==> config.mk <==
export PLATFORM = sky130hd
export DESIGN_NAME = bcd_time_counter
export DESIGN_NICKNAME = d
export VERILOG_FILES = /design/src/rtl/bcd_time_counter.sv
export SDC_FILE = /design/constraint.sdc
export NUM_CORES = 1
export LEC_CHECK = 0
export CAP_MARGIN = 25
export CORE_MARGIN = 10
export CORE_UTILIZATION = 35
export DETAILED_ROUTE_END_ITERATION = 7
export PLACE_DENSITY = 0.67
export SLEW_MARGIN = 20
export SYNTH_ARGS = -nofsm -noshare
export SYNTH_HDL_FRONTEND = slang
export SYNTH_SLANG_ARGS = --single-unit
==> constraint.sdc <==
create_clock -name div_clk -period 3 [get_ports div_clk]
set_clock_uncertainty 0.2 [all_clocks]
set_input_delay 0.6 -clock div_clk [delete_from_list [all_inputs] [get_ports div_clk]]
set_output_delay 0.6 -clock div_clk [all_outputs]
set_load 0.03 [all_outputs]
==> src/rtl/bcd_time_counter.sv <==
`default_nettype none
// ============================================================================
//  Module   : bcd_time_counter
//  Purpose  : BCD time-of-day counter with hour/minute set mode and carry strobes.
//  Revision : 1.0 - initial release
// ============================================================================
module bcd_time_counter #(
   parameter int INIT_HOUR = 0,
   parameter int INIT_MIN  = 0
) (
   input  logic       div_clk,
   input  logic       rst_n,
   input  logic       cnt_en,
   input  logic       key_mode,
   input  logic       key_inc,
   output logic [3:0] secL,
   output logic [3:0] secH,
   output logic [3:0] minL,
   output logic [3:0] minH,
   output logic [3:0] hourL,
   output logic [3:0] hourH,
   output logic [1:0] set_state,
   output logic       min_carry,
   output logic       hour_carry,
   output logic       day_carry
);

   localparam logic [3:0] c_INIT_HH = 4'(INIT_HOUR / 10);
   localparam logic [3:0] c_INIT_HL = 4'(INIT_HOUR % 10);
   localparam logic [3:0] c_INIT_MH = 4'(INIT_MIN / 10);
   localparam logic [3:0] c_INIT_ML = 4'(INIT_MIN % 10);

   typedef enum logic [1:0] {
      ST_RUN      = 2'b00,
      ST_SET_HOUR = 2'b01,
      ST_SET_MIN  = 2'b10
   } state_t;

   state_t     r_state, w_state_nxt;
   logic [3:0] r_sec_l, r_sec_h, r_min_l, r_min_h, r_hour_l, r_hour_h;
   logic [3:0] w_sec_l_nxt, w_sec_h_nxt, w_min_l_nxt, w_min_h_nxt, w_hour_l_nxt, w_hour_h_nxt;
   logic       r_min_carry, r_hour_carry, r_day_carry;
   logic       w_min_carry_nxt, w_hour_carry_nxt, w_day_carry_nxt;

   // Two-digit BCD increments, returned as {tens, units}
   function automatic logic [7:0] f_inc_hour(input logic [3:0] hh, input logic [3:0] hl);
      logic [7:0] res;
      if (hh == 4'd2 && hl == 4'd3)
         res = 8'h00;
      else if (hl == 4'd9)
         res = {hh + 4'd1, 4'd0};
      else
         res = {hh, hl + 4'd1};
      return res;
   endfunction

   function automatic logic [7:0] f_inc_min(input logic [3:0] mh, input logic [3:0] ml);
      logic [7:0] res;
      if (ml != 4'd9)
         res = {mh, ml + 4'd1};
      else if (mh != 4'd5)
         res = {mh + 4'd1, 4'd0};
      else
         res = 8'h00;
      return res;
   endfunction

   always_comb begin
      w_state_nxt      = r_state;
      w_sec_l_nxt      = r_sec_l;
      w_sec_h_nxt      = r_sec_h;
      w_min_l_nxt      = r_min_l;
      w_min_h_nxt      = r_min_h;
      w_hour_l_nxt     = r_hour_l;
      w_hour_h_nxt     = r_hour_h;
      w_min_carry_nxt  = 1'b0;
      w_hour_carry_nxt = 1'b0;
      w_day_carry_nxt  = 1'b0;
      case (r_state)
         ST_RUN: begin
            if (key_mode) begin
               w_state_nxt = ST_SET_HOUR;
               w_sec_l_nxt = 4'd0;
               w_sec_h_nxt = 4'd0;
            end else if (cnt_en) begin
               if (r_sec_l != 4'd9) begin
                  w_sec_l_nxt = r_sec_l + 4'd1;
               end else begin
                  w_sec_l_nxt = 4'd0;
                  if (r_sec_h != 4'd5) begin
                     w_sec_h_nxt = r_sec_h + 4'd1;
                  end else begin
                     w_sec_h_nxt     = 4'd0;
                     w_min_carry_nxt = 1'b1;
                     {w_min_h_nxt, w_min_l_nxt} = f_inc_min(r_min_h, r_min_l);
                     if (r_min_h == 4'd5 && r_min_l == 4'd9) begin
                        w_hour_carry_nxt = 1'b1;
                        {w_hour_h_nxt, w_hour_l_nxt} = f_inc_hour(r_hour_h, r_hour_l);
                        w_day_carry_nxt = (r_hour_h == 4'd2 && r_hour_l == 4'd3);
                     end
                  end
               end
            end
         end
         ST_SET_HOUR: begin
            if (key_mode)
               w_state_nxt = ST_SET_MIN;
            else if (key_inc)
               {w_hour_h_nxt, w_hour_l_nxt} = f_inc_hour(r_hour_h, r_hour_l);
         end
         ST_SET_MIN: begin
            // Minute edits wrap locally and never ripple into hours
            if (key_mode)
               w_state_nxt = ST_RUN;
            else if (key_inc)
               {w_min_h_nxt, w_min_l_nxt} = f_inc_min(r_min_h, r_min_l);
         end
         default: w_state_nxt = ST_RUN;
      endcase
   end

   always_ff @(posedge div_clk) begin
      if (!rst_n) begin
         r_state      <= ST_RUN;
         r_sec_l      <= 4'd0;
         r_sec_h      <= 4'd0;
         r_min_l      <= c_INIT_ML;
         r_min_h      <= c_INIT_MH;
         r_hour_l     <= c_INIT_HL;
         r_hour_h     <= c_INIT_HH;
         r_min_carry  <= 1'b0;
         r_hour_carry <= 1'b0;
         r_day_carry  <= 1'b0;
      end else begin
         r_state      <= w_state_nxt;
         r_sec_l      <= w_sec_l_nxt;
         r_sec_h      <= w_sec_h_nxt;
         r_min_l      <= w_min_l_nxt;
         r_min_h      <= w_min_h_nxt;
         r_hour_l     <= w_hour_l_nxt;
         r_hour_h     <= w_hour_h_nxt;
         r_min_carry  <= w_min_carry_nxt;
         r_hour_carry <= w_hour_carry_nxt;
         r_day_carry  <= w_day_carry_nxt;
      end
   end

   assign secL       = r_sec_l;
   assign secH       = r_sec_h;
   assign minL       = r_min_l;
   assign minH       = r_min_h;
   assign hourL      = r_hour_l;
   assign hourH      = r_hour_h;
   assign set_state  = r_state;
   assign min_carry  = r_min_carry;
   assign hour_carry = r_hour_carry;
   assign day_carry  = r_day_carry;

endmodule
`default_nettype wire

# Yosys cells after proc, flatten, opt, wreduce, memory -nomap -nowiden
# Index checks and enable logic that the tools add are counted.
# classes
addsub	6
n_mul	0
n_div	0
order_cmp	0
n_eq_ne	24
n_shift	0
mux	47
n_bitwise	4
n_reduce_logical	14
# ops
cell	count
4-bit two-way mux	33
8-bit two-way mux	4
4-bit case mux with 2 select lines	4
2-bit inequality test, second input constant	13
4-bit by 1-bit adder with 4-bit output, second input constant	6
4-bit by 2-bit == test with 1-bit output, second input constant	2
4-bit == test, second input constant	2
4-bit by 3-bit inequality test with 1-bit output, second input constant	2
4-bit inequality test, second input constant	2
8-bit AND reduction	1
7-bit AND reduction	1
7-bit OR reduction	1
2-bit two-way mux	3
2-bit case mux with 3 select lines	1
3-bit AND reduction	2
2-bit nonzero test	3
6-bit OR reduction	1
5-bit OR reduction	1
4-bit by 3-bit == test with 1-bit output, second input constant	1
1-bit NOT	4
2-bit by 1-bit == test with 1-bit output, second input constant	1
2-bit == test, second input constant	1
1-bit logical AND	2
2-bit zero test	1
other kinds (2)	3
# word_totals
reg_bits	29
latch_bits	0
ramBits	0
mem_bits_ro	0
inputBits	5
output_inout_bits	29
elab_cells	105
n_memories	0

# Depth between registers and ports, before layout
# Gate-level depths: netlist of run 1.
# logic_depth
word_depth	9
ltp_mapped	7
mapped_depth_nobuf	7

# Worst setup path before layout of run 1
# OpenSTA, ideal clock, no wires.
# synth_timing
kind	register to register
from	reg r_sec_l[0] (netlist: secL[0])
to	reg r_hour_h[3] (netlist: hourH[3])
setup_ns	0.122
t_arrival_ns	2.028
required_ns	2.678
setup_slack_ns	0.650
stages_incl_launch_ff	7
path_buffers	0
synth_period_minus_slack_ns	2.350
cell_sequence	dfxtp_1 ha_1 nand4b_4 or4_4 nand2_1 a21boi_1 a221o_1
# synth_via
elab_chain_cells	3
# synth_rtl
element	line_no	rtl
start: declaration	40	logic [3:0] r_sec_l, r_sec_h, r_min_l, r_min_h, r_hour_l, r_hour_h;
start signal: assignment	136	r_sec_l <= w_sec_l_nxt;
4-bit inequality test	86	if (r_sec_l != 4'd9) begin
2-bit inequality test (no source line)	--	
8-bit AND reduction (no source line)	--	
end signal: assignment	130	r_hour_h <= c_INIT_HH;
end signal: assignment	141	r_hour_h <= w_hour_h_nxt;
end: declaration	40	
# Every way passes these cells.
# A chain may end at the register's enable or synchronous reset.

# Final worst setup path of run 1
# layout_timing
from	in cnt_en
to	reg r_hour_l[3] (netlist: hourL[3])
# layout_via
elab_chain_cells	2
# layout_rtl
element	line_no	rtl
start: declaration	13	input logic cnt_en,
2-bit inequality test (no source line)	--	
8-bit AND reduction (no source line)	--	
end signal: assignment	129	r_hour_l <= c_INIT_HL;
end signal: assignment	140	r_hour_l <= w_hour_l_nxt;
end: declaration	40	
# Every way passes these cells.

==> results of run 1 <==
[layout by cell type, fill, tap and decap left out, types with 5 or more instances in the layout]
master,count
xnor2_1,6
ha_1,8
a21boi_1,5
clkdlybuf4s50_1,33
nand2_1,19
clkbuf_8,6
xor2_1,5
and2_1,6
inv_1,9
nand4_1,5
nor2_1,18
dfxtp_1,29
[cell usage after synthesis]
cell / count
a211oi_1: 2
a21boi_0: 2
a21boi_1: 5
a21o_1: 1
a21oi_1: 3
a21oi_4: 1
a221o_1: 1
a22o_1: 3
a2bb2oi_1: 1
a31o_2: 1
a31oi_1: 1
a41o_1: 2
and2_1: 6
and3_1: 3
and4b_1: 1
clkbuf_1: 3
dfxtp_1: 29
ha_1: 8
inv_1: 9
nand2_1: 19
nand2b_1: 2
nand3_1: 3
nand3b_1: 2
nand4_1: 5
nand4b_1: 2
nand4b_4: 1
nand4bb_1: 2
nor2_1: 18
nor2b_1: 1
nor3_1: 2
nor3b_1: 2
nor3b_2: 1
nor4_1: 2
o211ai_1: 1
o21a_1: 2
o21ai_0: 2
o21ai_1: 3
o22ai_1: 2
o31a_1: 1
o31ai_2: 1
or3_1: 2
or4_4: 1
xnor2_1: 6
xor2_1: 5
[metrics by stage]
step,total power (uW),setup WS [ns]
after CTS,856,0.539
final,843,0.549
after detailed placement,535,0.252
after floorplan,490,0.650
after global routing,889,0.444
after global placement,534,0.280
[routing by layer]
metal	global-route usage	vias up
met4	0.0359	0
li1	-	681
met5	0	-
met1	0.111	636
met3	0.0587	5
met2	0.149	32
[registers in the layout, summed over array words and instances (netlist names)]
| register | flops |
|---|---|
| hourL | 4 |
| secH | 4 |
| hourH | 4 |
| min_carry | 1 |
| hour_carry | 1 |
| day_carry | 1 |
| minL | 4 |
| secL | 4 |
| minH | 4 |
| set_state | 2 |
[worst max-delay path, cell delays in order]
cell and delay [ns]:
clkdlybuf4s50_1 0.52, nand4b_4 0.15, or4_4 0.59, a21oi_4 0.28, nor3b_2 0.20, o21a_1 0.13
[worst max path at each step]
stage                     startpoint  endpoint  slack [ns]  depth (start not counted)
after floorplan              secL[0]  hourH[3]        0.65                          6
after global placement        cnt_en  hourL[3]        0.28                          6
after detailed placement      cnt_en  hourL[3]        0.25                          6
after CTS                     cnt_en  hourL[3]        0.54                          6
after global routing          cnt_en  hourH[3]        0.44                          6
final                         cnt_en  hourL[3]        0.55                          6
[layout make-up]
class | count | area, um2 | share of cell area
Clock buffer | 7 | 86.3 | 0.0433
Inverter | 9 | 33.8 | 0.0169
Multi-Input combinational cell | 129 | 887 | 0.445
Sequential cell | 29 | 581 | 0.291
Tap cell | 50 | 62.6 | 0.0313
Timing Repair Buffer | 35 | 345 | 0.173
[cell families after synthesis]
group	Yosys count	synth area share
AO/OA/AOI/OAI	35	0.177
buffers and inverters	12	0.0298
adder cells (fa/ha/maj)	8	0.0662
AND/OR/NAND/NOR	75	0.280
XOR/XNOR	11	0.0637
flip-flops	29	0.384
[power by group through the flow]
stage                     clock network (uW)  logic, uW  registers (uW)
final                                    317        114             412
after CTS                                328        116             412
after global routing                     349        126             414
after detailed placement                   0        115             420
after floorplan                            0       54.9             435
after global placement                     0        114             420
==> results.json, run 1 <==
{
  "status": "completed",
  "final.setup.tns_ns": 0,
  "holdBufCountCts": 0,
  "met1_length_mm": 1.55,
  "slew_viol_final": 0,
  "syn_area_um2": 1510,
  "cts.sinks": 29,
  "p_clk_frac": 0.376,
  "intPower_uw": 625,
  "fin_area_um2": 2000,
  "wl_mm": 3.48,
  "worst_setup_path_end_kind": "flip-flop",
  "ys_ff_latch": 29,
  "grt_use_total": 0.0983,
  "area_growth_pct": 31.9,
  "die_h_um": 85.7,
  "cts-resized-gates": 0,
  "p_sw_uw": 218,
  "hp-class": "reg2reg",
  "min_from": "hourL[1]",
  "critPathKind": "in2reg",
  "holdPathEnd": "hourL[1]",
  "drcViolationCount": 0,
  "cts_tree": "done",
  "maxCapViolations": 0,
  "yosys-top-cells-area": "dfxtp_1 38%, ha_1 6.6%, nand2_1 4.7%",
  "fin_cells": 259,
  "finalCriticalPeriod_ns": 2.45,
  "leakagePower_uw": 0.000781,
  "rr_worst_depth": 6,
  "seq_area_frac_synth": 0.384,
  "wl_met2_mm": 1.56,
  "drive_above_1_share": 0.0670,
  "grt_antenna_before_repair": 0,
  "post-route-period-util": 0.817,
  "dr.pass1.iters": 4,
  "syn-num-nets": 183,
  "first_iter_violations": 52,
  "grt_start_max_net_pins": 14,
  "synth_area_leader_cell": "dfxtp_1",
  "numCtsBuffers": 5,
  "diodes": 0,
  "ant_nets": 0,
  "post_cts_buffers": 0,
  "viasPerCell": 5.23,
  "holdWs_ns": 0.319,
  "start_util": 0.370,
  "path_clk_slew_ns": 0.06,
  "portBuffers": 33,
  "cts.htree.levels": 2,
  "io_pins": 34,
  "core_um2": 4090,
  "grt_pass1_wl_mm": 5.95,
  "grt_pass1_vias": 1263,
  "rrSetupSlack_ns": 0.74,
  "worstSetupStartpointType": "input pin",
  "routed.top_layer": "met4",
  "fin_util": 0.488,
  "worst_pin_slew_ns": 0.449,
  "num_vias": 1354,
  "die_x_um": 85.7,
  "post_drt_wl_per_cell_um": 13.4,
  "synthCells": 170,
  "arrival_ns": 2.47,
  "yosys_warnings": 0,
  "place_area_um2": 1910,
  "syn_avg_cell_area_um2": 8.90,
  "switching_share": 0.259,
  "r2r-start": "secL[0]",
  "fillers": 414,
  "hpwlAfterDp_mm": 2.65,
  "place_congestion": 0.778,
  "cts-root-buf": "clkbuf_8",
  "crit-reg2reg-capture": "hourL[3]",
  "cts_max_path_buffers": 2,
  "synth_top_area_frac": 0.384,
  "peakVddDrop_v": 0.000263,
  "die-area_um2": 7350,
  "rows": 23,
  "crit_required_ns": 3.02,
  "comb_power_share": 0.135,
  "slew_headroom": 0.700,
  "cp_max_fo": 10,
  "grt_overflow": 0,
  "fmax_mhz": 408,
  "synth.distinct_cells": 44,
  "worst_hold_path.num_cells": 2,
  "hold_viol": 0,
  "wl_met3_um": 321,
  "power.density_nw_per_um2": 422,
  "clock_latency_ns": 0.27,
  "finalSetupViolCount": 0,
  "rsz0062_at_grt": "false",
  "dp.cells": 252,
  "fin_nets": 222,
  "seqPwrFrac": 0.488
}
No activity file was read; power rests on OpenSTA's default activity.
==> run 2: changes to the inputs <==
==> constraint.sdc (replaced) <==
create_clock -name div_clk -period 2.4 [get_ports div_clk]
set_clock_uncertainty 0.2 [all_clocks]
set_input_delay 0.48 -clock div_clk [delete_from_list [all_inputs] [get_ports div_clk]]
set_output_delay 0.48 -clock div_clk [all_outputs]
set_load 0.03 [all_outputs]
==> results.json, run 2 (synthesized netlist as in run 1, its figures left out) <==
{
  "diodes": 0,
  "grt_use_total": 0.105,
  "cts.htree.levels": 2,
  "slew_viol_final": 0,
  "fmax_mhz": 440,
  "wl_mm": 3.56,
  "post-route-period-util": 0.948,
  "cp_cell_sequence": "clkdlybuf4s50_1, nand4b_4, or4_4, nand2_1, a21boi_1, a221o_1",
  "path_clk_slew_ns": 0.06,
  "worst_setup_path_end_kind": "flip-flop",
  "met1_length_mm": 1.62,
  "grt_overflow": 0,
  "viasPerCell": 5.02,
  "hpwlAfterDp_mm": 2.74,
  "peakVddDrop_v": 0.000279,
  "critPathBufInv": 1,
  "arrival_ns": 2.24,
  "slew_headroom": 0.715,
  "rr_worst_depth": 7,
  "cts.sinks": 29,
  "die_h_um": 85.7,
  "num_vias": 1360,
  "die-area_um2": 7350,
  "clock_latency_ns": 0.28,
  "grt_pass1_vias": 1346,
  "start_util": 0.370,
  "critPathKind": "in2reg",
  "drive_above_1_share": 0.118,
  "worst_hold_path.num_cells": 2,
  "seqPwrFrac": 0.475,
  "cts_max_path_buffers": 2,
  "drcViolationCount": 0,
  "routed.top_layer": "met4",
  "status": "completed",
  "hold_viol": 0,
  "p_total_uw": 1070,
  "power.density_nw_per_um2": 515,
  "grt_antenna_before_repair": 0,
  "final.setup.tns_ns": 0,
  "maxCapViolations": 0,
  "finalSetupViolCount": 0,
  "crit_cells": 6,
  "io_pins": 34,
  "wl_met3_um": 312,
  "grt_pass1_wl_mm": 6.32,
  "ant_nets": 0,
  "post_drt_wl_per_cell_um": 13.1,
  "wl_met2_mm": 1.57,
  "comb_power_share": 0.153,
  "cts_tree": "done",
  "die_x_um": 85.7,
  "finalCriticalPeriod_ns": 2.27,
  "p_sw_uw": 279,
  "cts-root-buf": "clkbuf_8",
  "critPathMaxStageDelay_ns": 0.57,
  "place_congestion": 0.748,
  "mostFrequentLayoutCells": "33 x clkdlybuf4s50_1, 29 x dfxtp_1, 19 x nand2_1, 18 x nor2_1, 14 x buf_4",
  "hp-class": "reg2reg",
  "crit_required_ns": 2.36,
  "rows": 23,
  "switching_share": 0.260,
  "first_iter_violations": 64,
  "grt_start_max_net_pins": 12,
  "path_delay_family": "simple AND/OR/NAND/NOR gates",
  "worst_pin_slew_ns": 0.425,
  "numCtsBuffers": 5,
  "portBuffers": 33,
  "fin_nets": 234,
  "layout_commonest_cell": "clkdlybuf4s50_1",
  "cp_max_fo": 4,
  "holdBufCountCts": 0,
  "intPower_uw": 795,
  "holdWs_ns": 0.314,
  "cts-resized-gates": 0,
  "slowest_stage": "or4_4",
  "area_growth_pct": 37.9,
  "post_cts_buffers": 0,
  "worstSetupStartpointType": "input pin",
  "core_um2": 4090,
  "leakagePower_uw": 0.000839,
  "dr.pass1.iters": 4,
  "rsz0062_at_grt": "false",
  "p_clk_frac": 0.372
}
run 2: layer usage:
metal,global-route usage,up-vias
met1,0.116,618
li1,-,705
met4,0.0404,0
met2,0.164,30
met5,0,-
met3,0.0605,7
run 2: area by class of cell:
class	instances	area [um2]
inverters	9	33.8
multi-input cells	129	887
fillers	417	2000
well taps	50	62.6
clock buffers	7	86.3
flip-flops and latches	29	581
repair buffers	47	435
run 2: path summary, 6_finish.rpt:
path                            endpoint  slack, ns  startpoint
worst max-delay path            hourH[3]       0.13      cnt_en
worst min-delay path            hourL[1]       0.31    hourL[1]
worst max register to register  hourH[3]       0.25     secL[1]
worst min register to register  hourL[1]       0.31    hourL[1]
run 2: metrics by stage:
step / cell area (um2) / utilization / worst slack [ns] / instances
after floorplan: 1510 / - / 0.0503 / 170
after global placement: 2000 / 0.489 / -0.126 / 264
after detailed placement: 2000 / 0.489 / -0.175 / 264
after CTS: 2090 / 0.510 / 0.123 / 271
after global routing: 2090 / 0.510 / 0.0294 / 271
final: 2090 / 0.510 / 0.125 / 271
run 2: power groups by stage:
stage,Combinational [uW],Clock [uW],Sequential [uW]
floorplan,68.6,0,544
global placement,163,0,520
detailed placement,166,0,521
CTS,166,411,510
global route,183,440,513
finish,164,399,511
run 2: worst min-delay path, cell delays in order (launching register included):
cell	delay (ns)
dfxtp_1	0.35
nand2_1	0.07
o21ai_1	0.05
